==> src/rtl/sram_bus_arbiter.sv <==
// sram_bus_arbiter: shares one SRAM port between instruction fetch and data access,
// with flush-safe draining of an in-flight fetch and a bus watchdog.
module sram_bus_arbiter #(
    parameter int unsigned TIMEOUT = 255
) (
    input  logic        clk,
    input  logic        rst,
    input  logic        flush,
    input  logic        if_req,
    input  logic [31:0] if_addr,
    output logic [31:0] if_rdata,
    output logic        if_ack,
    input  logic        d_req,
    input  logic        d_we,
    input  logic [3:0]  d_sel,
    input  logic [31:0] d_addr,
    input  logic [31:0] d_wdata,
    output logic [31:0] d_rdata,
    output logic        d_ack,
    output logic        stallreq_if,
    output logic        stallreq_mem,
    output logic        bus_req,
    output logic        bus_we,
    output logic [3:0]  bus_sel,
    output logic [31:0] bus_addr,
    output logic [31:0] bus_wdata,
    input  logic [31:0] bus_rdata,
    input  logic        bus_ack,
    output logic        bus_err
);
    typedef enum logic [1:0] {IDLE, IFETCH, DACCESS, DRAIN} state_t;
    state_t     state;
    logic       last_data;
    logic [7:0] wdog;
    logic [7:0] wdog_n;
    logic       if_ok;
    logic       d_ok;
    logic       pick_d;
    logic       expire;
    logic       done;
    // A request whose ack is still showing is the one just served, not a new one.
    always_comb begin
        if_ok  = if_req & ~flush & ~if_ack;
        d_ok   = d_req & ~d_ack;
        pick_d = d_ok & ~(if_ok & last_data);
        wdog_n = wdog + 8'd1;
        expire = (state != IDLE) && !bus_ack && (wdog_n == 8'(TIMEOUT));
        done   = (state != IDLE) && (bus_ack || expire);
    end
    assign stallreq_if  = if_req & ~if_ack;
    assign stallreq_mem = d_req & ~d_ack;
    always_ff @(posedge clk) begin
        if (rst) begin
            state     <= IDLE;
            last_data <= 1'b0;
            wdog      <= 8'd0;
            bus_req   <= 1'b0;
            bus_we    <= 1'b0;
            bus_sel   <= 4'd0;
            bus_addr  <= 32'd0;
            bus_wdata <= 32'd0;
            bus_err   <= 1'b0;
            if_ack    <= 1'b0;
            if_rdata  <= 32'd0;
            d_ack     <= 1'b0;
            d_rdata   <= 32'd0;
        end else begin
            if_ack  <= 1'b0;
            d_ack   <= 1'b0;
            bus_err <= 1'b0;
            if (state == IDLE) begin
                wdog <= 8'd0;
                if (if_ok || d_ok) begin
                    state     <= pick_d ? DACCESS : IFETCH;
                    bus_req   <= 1'b1;
                    bus_we    <= pick_d & d_we;
                    bus_sel   <= pick_d ? d_sel : 4'hF;
                    bus_addr  <= pick_d ? d_addr : if_addr;
                    bus_wdata <= pick_d ? d_wdata : 32'd0;
                end
            end else if (done) begin
                state     <= IDLE;
                bus_req   <= 1'b0;
                bus_err   <= expire;
                last_data <= state == DACCESS;
                if (state == DACCESS) begin
                    d_ack   <= 1'b1;
                    d_rdata <= bus_rdata & {32{~expire}};
                end else if (state == IFETCH && !flush) begin
                    if_ack   <= 1'b1;
                    if_rdata <= bus_rdata & {32{~expire}};
                end
            end else begin
                wdog <= wdog_n;
                if (state == IFETCH && flush)
                    state <= DRAIN;
            end
        end
    end
endmodule

==> config.mk <==
export PLATFORM = sky130hd
export DESIGN_NAME = sram_bus_arbiter
export DESIGN_NICKNAME = d
export VERILOG_FILES = /design/src/rtl/sram_bus_arbiter.sv
export SDC_FILE = /design/constraint.sdc
export NUM_CORES = 1
export LEC_CHECK = 0
export CORE_ASPECT_RATIO = 1.2
export CORE_MARGIN = 1.5
export CORE_UTILIZATION = 38
export CTS_CLUSTER_SIZE = 24
export DETAILED_ROUTE_END_ITERATION = 16
export GPL_TIMING_DRIVEN = 0
export PLACE_DENSITY = 0.78
export SLEW_MARGIN = 20
export SYNTH_ARGS = -nofsm -noshare
export SYNTH_HDL_FRONTEND = slang
export SYNTH_SLANG_ARGS = --single-unit
==> constraint.sdc <==
create_clock -name clk -period 2 [get_ports clk]
set_input_delay 0.2 -clock clk [delete_from_list [all_inputs] [get_ports clk]]
set_output_delay 0.2 -clock clk [all_outputs]
set_load 0.005 [all_outputs]
After elaboration in Yosys (flattened, before gate mapping):

Cells that the tools add are included.
Widths: inputs -> output; s select.

* muxes and demuxes: 13
* eq/ne operators: 4
* $add $sub $neg: 1
* reductions and logical operators: 22
* bitwise operators: 16

Operators by type and width (count)
* $mux 32: 2
* $and 32x32->32: 1
* $mux 2: 5
* $add 8x1->8 const B: 1
* $eq 8x8->1 const B: 1
* $not 1->1: 8
* $reduce_and 2->1: 4
* $and 1x1->1: 7
* $logic_and 1x1->1: 5
* $mux 1: 5
* $mux 4: 1
* $reduce_and 4->1: 1
* $reduce_bool 2->1: 2
* $reduce_or 4->1: 1
* $reduce_and 3->1: 1
* $reduce_bool 3->1: 1
* $reduce_or 3->1: 1
* $eq 2x1->1 const B: 1
* $eq 2x2->1 const B: 1
* $logic_not 1->1: 2
* $logic_not 2->1: 1
* $logic_or 1x1->1: 2
* $ne 2x1->1 const B: 1
* $reduce_or 2->1: 1

* bits in registers: 148
* input port bits: 139
* output and inout bits: 139

Logic depth before layout (Yosys ltp):

Gate-level depths: netlist of the first run.

* word-level depth: 9
* gate-level depth with buffers: 8

Least setup slack after synthesis of the first run:

No wires, ideal clock.

* path type: reg-to-reg
* from: reg wdog[1]
* to: reg d_rdata[17]
* path slack: 0.139 ns
* cell stages (with the launch flop): 9
* library setup time: 0.154 ns
* data arrival time: 1.706 ns
* cell sequence: dfxtp_1 ha_1 xor2_1 and4_1 o2111ai_2 o21ai_2 buf_6 buf_6 a311oi_2

* cells in the longest elaborated chain, start to end: 6

RTL lines
* start, declared: line 34 `logic [7:0] wdog;`
* start signal, assigned: line 94 `wdog <= wdog_n;`
* $add 8x1->8 (*): line 46 `wdog_n = wdog + 8'd1;`
* $eq 8x8->1 (*): line 47 `expire = (state != IDLE) && !bus_ack && (wdog_n == 8'(TIMEOUT));`
* $logic_and 1x1->1 (*): line 47
* $logic_or 1x1->1: line 48 `done = (state != IDLE) && (bus_ack || expire);`
* $logic_and 1x1->1: line 48
* $reduce_and 3->1 (no line)
* end signal, assigned: line 88 `d_rdata <= bus_rdata & {32{~expire}};`
* end, declared: line 18 `output logic [31:0] d_rdata,`

Every way passes the cells marked *; elsewhere a longest branch is shown, timed or not.
A chain may end at the register's enable or synchronous reset.

Worst setup path in the final report of the first run:

* from: reg wdog[0]
* to: reg if_rdata[22]

* cells in the longest elaborated chain, start to end: 6

RTL lines
* $add 8x1->8 (*): line 46
* $eq 8x8->1 (*): line 47
* $logic_and 1x1->1 (*): line 47
* $logic_or 1x1->1: line 48
* $logic_and 1x1->1: line 48
* $reduce_and 4->1 (no line)
* end signal, assigned: line 91 `if_rdata <= bus_rdata & {32{~expire}};`
* end, declared: line 11 `output logic [31:0] if_rdata,`

Marks and branches as above.

==> impl_results.md, run 1 <==
* Slew HR at 0.460
* Final setup vio count at 0
* Clock sink count at 148
* Crit path capture type: flop
* Min-Delay Path Depth at 3
* Layout cells sized above 1 at 0.140
* Pleak at 3.54 nW
* Clock power frac at 0.399
* Fmax at 520 MHz
* Drt first pass iters at 5
* Skew-Pair Late Insertion Delay at 0.43 ns
* Mapped Area at 6340 µm²
* Vias per cell at 5.38
* WS Path Type: flop to flop
* FF-to-FF setup slack at 0.08 ns
* Required @ worst endpoint at 2.27 ns
* Number of global-route vias before repair at 6238
* Worst hold endpoint: wdog[1]$_SDFFE_PP0N_
* Fillers at 1382
* Fin Setup TNS at 0 ns
* Worst-margin pin slew at 0.810 ns
* Layout area overhead at 60.0%
* Antenna viol nets, final at 0
* CP Max Fanout at 10
* Seq cells post-synth at 148
* Max-cap violations at 0
* Fin. Hold Viols at 0
* Async SR Flop Fraction at 0
* Initial antenna violation count at 0
* DR iter-0 viols at 380
* Post-Syn Instances at 660
* Hold Crit Start: rst
* Start of the worst register-to-register path: wdog[0]$_SDFFE_PP0N_
* Via count at 6384
* Die area at 17500 µm²
* Power density over the cells at 820 nW/µm²
* Top FF cell, synth: dfxtp_1
* Clock Pin Slew Worst Setup and Hold Paths at 0.06 ns
* Clk_skew at 0.0111 ns
* Final nets at 1102
* NetSw at 0.00224 W
* Syn Area/Cell at 9.61 µm²
* Status: completed
* Critical path arrival at 2.19 ns
* Largest net degree at the start of global routing at 17
* Final wirelength at 21.6 mm
* First-pass GRT wire length at 33.0 mm
* CP startpoint kind: flop
* Die span in x at 121 µm
* Final max-slew violation count at 0
* Largest cells by area after synthesis: dfxtp_1 47%, a311oi_2 9.5%, a21oi_1 5.7%
* Die height at 145 µm
* Clock buffer count from CTS at 17
* Worst path max stage delay at 0.39 ns
* Total internal power at 0.00609 W
* Count of cell types in the netlist at 52
* Total track usage at 0.244
* Part of the power in registers at 0.396
* Synth area leader: dfxtp_1
* Hold_buf cts at 0
* Crit-path cells: ha_4, xor2_1, and4_1, o2111ai_2, o21ai_2, buf_6, buf_12, a311oi_2
* Slowest cell on crit path: dfxtp_4
* Unrepaired setup endpoints after global routing: true
* Dpl hpwl at 15.9 mm
* Min-delay worst type: primary input to flop
* Combinational share of power at 0.205
* # port buffers at 276
* CTS max path bufs at 2
* Switching Fraction at 0.269
* CTS H-tree lvls at 4
* CP delay by family, top: compound AO/OA/AOI/OAI gates
* Grt total ovfl at 0
* Initial Util at 0.390
* Yosys warns at 0
* Syn nets at 801
* RePlAce Congestion at 0.815
* WP buf/inv at 2
* Final period util at 0.961
* Core box area at 16300 µm²
* Non-filler cells, final at 1187
* Num rows at 51
* Seq/Total Area, Yosys at 0.467
* Root buffer cell: clkbuf_16
* Reg2reg path depth at 8
* Drt wl/cell at 18.2 µm
* VDD IR max at 495 µV
* Placed Instances at 1148
* DRC at 0
* CTS tree: done
* Share of the synthesized area in the top cell type at 0.467
* IO Pins at 278
* Worst flop-to-flop path endpoint: if_rdata[22]$_SDFFE_PP0P_
* Post-route minimum period at 1.92 ns
* Post-synth EDFFs at 0
cell usage in the layout, fill, tap and decap left out, types with 4 or more instances in the layout:
master	synthesis	final
clkdlybuf4s50_1	0	276
dfxtp_1	148	146
nor2_1	75	75
nand2_1	73	73
a21oi_1	72	71
a311oi_2	40	40
mux2i_1	34	34
a211oi_1	33	33
a22oi_1	33	33
clkbuf_1	37	28
a311oi_1	24	24
clkbuf_16	0	17
buf_2	18	15
buf_4	3	10
clkbuf_2	0	8
inv_1	4	4
buf_12	0	4
inv_6	0	4
state kept, by name, summed over array words and instances (netlist names):
name,cells
d_rdata,32
bus_addr,32
last_data,1
bus_we,1
if_ack,1
bus_err,1
wdog,8
state,2
bus_req,1
bus_wdata,32
d_ack,1
bus_sel,4
if_rdata,32
tightest hold or removal path, stage by stage:
cell,delay (ns)
clkbuf_1,0.25
or3_1,0.16
mux2i_1,0.06
worst max-delay path by stage:
stage / end / slack, ns / start / cells past startpoint
finish: if_rdata[22]$_SDFFE_PP0P_ / 0.08 / wdog[0]$_SDFFE_PP0N_ / 8
detailed placement: d_rdata[31]$_SDFFE_PP0P_ / -0.34 / bus_ack / 6
CTS: d_rdata[18]$_SDFFE_PP0P_ / 0.02 / wdog[0]$_SDFFE_PP0N_ / 8
floorplan: d_rdata[17]$_SDFFE_PP0P_ / 0.14 / wdog[1]$_SDFFE_PP0N_ / 8
global route: state[1]$_SDFFE_PP0P_ / -0.01 / wdog[5]$_SDFFE_PP0N_ / 7
global placement: bus_addr[28]$_SDFFE_PP0P_ / -0.33 / if_req / 7
layout make-up:
class | count | area [µm²] | share of cell area
clock buffers | 18 | 439 | 0.0433
well taps | 212 | 265 | 0.0261
clock inverters | 14 | 174 | 0.0171
inverters | 5 | 18.8 | 0.00185
plain buffers | 62 | 357 | 0.0351
flip-flops and latches | 148 | 2970 | 0.293
diodes | 1 | 2.50 | 0.000247
multi-input cells | 444 | 3110 | 0.306
repair buffers | 283 | 2820 | 0.277
Yosys cell counts, drive strengths merged, types with 3 or more instances:
| library cell | number |
|---|---|
| a211oi | 33 |
| a21oi | 73 |
| a22oi | 33 |
| a311oi | 64 |
| buf | 26 |
| clkbuf | 37 |
| dfxtp | 148 |
| inv | 5 |
| mux2i | 34 |
| nand2 | 73 |
| nand2b | 3 |
| nand3 | 4 |
| nor2 | 75 |
| nor3 | 6 |
| nor3b | 4 |
| o21ai | 5 |
| o221a | 3 |
| xor2 | 3 |
cells by family after synthesis:
logic type / synth area share
DFF: 0.467
muxes: 0.0536
and+or+nand+nor: 0.122
xor gates and xnor gates: 0.00552
buffers and inverters: 0.0515
adders and majority gates: 0.00394
AOI/OAI and AO/OA: 0.296
timing repair:
action	in CTS	in global routing
cloned	0	0
buffers inserted	5	2
resized for setup	4	38
pin swaps	1	2
setup endpoints to repair	74	100
layer usage:
| metal | up-vias | global-route usage | routed length [µm] |
|---|---|---|---|
| met5 | - | 0 | 0 |
| met4 | 0 | 0.0842 | 381 |
| met3 | 24 | 0.0871 | 1950 |
| met2 | 278 | 0.428 | 10900 |
| met1 | 3007 | 0.273 | 8340 |
| li1 | 3075 | - | - |
power groups by stage:
stage / clock network (W) / registers (W) / logic, W
2_1_floorplan: 0 / 0.00336 / 0.000719
3_3_place_gp: 0 / 0.00335 / 0.00167
3_5_place_dp: 0 / 0.00335 / 0.00168
4_1_cts: 0.00336 / 0.00329 / 0.00170
5_1_grt: 0.00349 / 0.00332 / 0.00185
6_report: 0.00333 / 0.00329 / 0.00170
metrics by stage:
stage	total power [W]	utilization	instance area [µm²]	hold WS (ns)	setup WS, ns
2_1_floorplan	0.00407	-	6340	0.360	0.139
3_3_place_gp	0.00502	0.576	9370	0.478	-0.333
3_5_place_dp	0.00503	0.576	9370	0.487	-0.343
4_1_cts	0.00836	0.616	10000	0.274	0.0214
5_1_grt	0.00866	0.624	10100	0.326	-0.0145
6_report	0.00832	0.624	10100	0.296	0.0774
Note: power is estimated with default switching activity, not from simulation.
==> inputs of run 2 (changes only) <==
Settings changed: PLACE_DENSITY 0.78 to 0.76.
==> impl_results.md, run 2 (synthesis gave the netlist of run 1 again) <==
* Post-route minimum period at 1.95 ns
* Skew-Pair Late Insertion Delay at 0.42 ns
* Drt first pass iters at 4
* First-pass GRT wire length at 32.7 mm
* CP startpoint: wdog[0]$_SDFFE_PP0N_
* Start of the worst register-to-register path: wdog[0]$_SDFFE_PP0N_
* Die area at 17500 µm²
* Crit-path cells: ha_4, xor2_1, and4_4, o2111ai_4, o21ai_4, buf_6, buf_12, a311oi_2
* Initial Util at 0.390
* CP Max Fanout at 10
* Final setup vio count at 0
* Crit path capture type: flop
* Dpl hpwl at 15.9 mm
* Pleak at 3.51 nW
* Place WS at -0.443 ns
* Most frequent cells in the layout: 276 x clkdlybuf4s50_1, 146 x dfxtp_1, 75 x nor2_1
* Reg2reg path depth at 8
* Fillers at 1414
* Final period util at 0.977
* DR iter-0 viols at 333
* Clk_skew at 0.00897 ns
* Core box area at 16300 µm²
* Slowest cell on crit path: dfxtp_4
* Layout cells sized above 1 at 0.137
* Worst Setup EP: if_rdata[19]$_SDFFE_PP0P_
* Largest net degree at the start of global routing at 17
* Die height at 145 µm
* Required @ worst endpoint at 2.26 ns
* Final nets at 1101
* Worst flop-to-flop path endpoint: if_rdata[19]$_SDFFE_PP0P_
* FF-to-FF setup slack at 0.05 ns
* Max-cap violations at 0
* ANT cells at 0
* Clock buffer count from CTS at 17
* Worst-margin pin slew at 0.779 ns
* Final max-slew violation count at 0
* Clock sink count at 148
* Most common cell after layout, fill and taps aside: clkdlybuf4s50_1
* CTS H-tree lvls at 4
* VDD IR max at 499 µV
* WS Path Type: flop to flop
* Multi-input logic area at 3110 µm²
* Worst path max stage delay at 0.38 ns
* DRC at 0
* Power density over the cells at 801 nW/µm²
* Layout area overhead at 59.1%
* Cell area after layout at 10100 µm²
* Fin Setup TNS at 0 ns
* IO Pins at 278
* Final wirelength at 21.5 mm
* Status: completed
* CTS tree: done
* Drt wl/cell at 18.1 µm
* CTS max path bufs at 2
* Num rows at 51
* Vias per cell at 5.39
* Initial antenna violation count at 0
* Grt total ovfl at 0
* Hold_buf cts at 0
* Antenna viol nets, final at 0
* Total track usage at 0.242
* Fin. Hold Viols at 0
* Clock Pin Slew Worst Setup and Hold Paths at 0.06 ns
* CP startpoint kind: flop
* # port buffers at 276
* Unrepaired setup endpoints after global routing: true
* Die span in x at 121 µm
* Slew HR at 0.481
* Root buffer cell: clkbuf_16
* Post-DP Area at 9370 µm²
* Final WS setup at 0.0451 ns
* RePlAce Congestion at 0.796
* Fmax at 512 MHz
* Critical path arrival at 2.21 ns
* Number of global-route vias before repair at 6123
* Via count at 6384
* Sequential Area at 2970 µm²
* Min-delay worst type: primary input to flop
==> run 2: cell count changes in the layout (fill, tap and decap cells not counted), moves of 2 or more <==
cell,before,now
buf_4,10,8
bufinv_16,3,1
clkbuf_8,1,3
clkinv_2,3,5
clkinv_4,3,1
clkinvlp_4,1,3
inv_6,4,2
==> run 2: what timing repair did <==
| item | 4_1_cts | 5_1_grt |
|---|---|---|
| cloned | 1 | 0 |
| pin swaps | 1 | 1 |
| endpoints found under the hold margin | 0 | 0 |
| buffers inserted | 5 | 0 |
| setup endpoints to repair | 62 | 128 |
| gates resized for setup | 5 | 34 |
==> run 2: worst min path at each step <==
stage	start	endpoint	slack (ns)	depth (start not counted)
2_1_floorplan	bus_rdata[2]	d_rdata[2]$_SDFFE_PP0P_	0.36	2
3_5_place_dp	bus_wdata[23]$_SDFFE_PP0P_	bus_wdata[23]$_SDFFE_PP0P_	0.48	2
5_1_grt	rst	wdog[1]$_SDFFE_PP0N_	0.35	3
3_3_place_gp	bus_wdata[31]$_SDFFE_PP0P_	bus_wdata[31]$_SDFFE_PP0P_	0.48	2
6_report	rst	wdog[1]$_SDFFE_PP0N_	0.35	3
4_1_cts	rst	wdog[1]$_SDFFE_PP0N_	0.34	3
==> run 2: cell type report <==
cell class | count | share of cell area
multi-input cells | 444 | 0.308
flip-flops and latches | 148 | 0.294
repair buffers | 282 | 0.278
clock buffers | 20 | 0.0462
plain buffers | 62 | 0.0352
well taps | 212 | 0.0263
clock inverters | 12 | 0.0103
inverters | 5 | 0.00186
==> run 2: per-stage QoR <==
step	instances	hold slack, ns	total power, W	utilization
6_report	1185	0.347	0.00808	0.620
4_1_cts	1186	0.339	0.00811	0.615
3_3_place_gp	1148	0.478	0.00502	0.576
2_1_floorplan	660	0.360	0.00407	-
3_5_place_dp	1148	0.483	0.00503	0.576
5_1_grt	1185	0.350	0.00845	0.620
==> run 2: worst max-delay path, delay by kind of cell (launching register included) <==
kind                       cells  cell delay (ns)
AOI/OAI and AO/OA              3             0.48
buffers and inverters          2             0.33
DFF                            1             0.38
and+or+nand+nor                1             0.27
xor gates and xnor gates       1             0.17
adders and majority gates      1             0.16
==> run 2: power by group <==
part	internal, W	total [W]	switching [W]
logic	0.000913	0.00171	0.000800
registers	0.00317	0.00329	0.000126
clock network	0.00181	0.00308	0.00127
total	0.00589	0.00808	0.00219
==> run 2: metal layers <==
layer  GRT usage  wire length [µm]  vias up  share of wire
met2       0.418             10600      287           0.49
met4      0.0780               418        0          0.019
met3      0.0871              2050       27          0.095
li1            -                 -     3058              -
met5           0                 0        -              0
met1       0.279              8440     3012           0.39
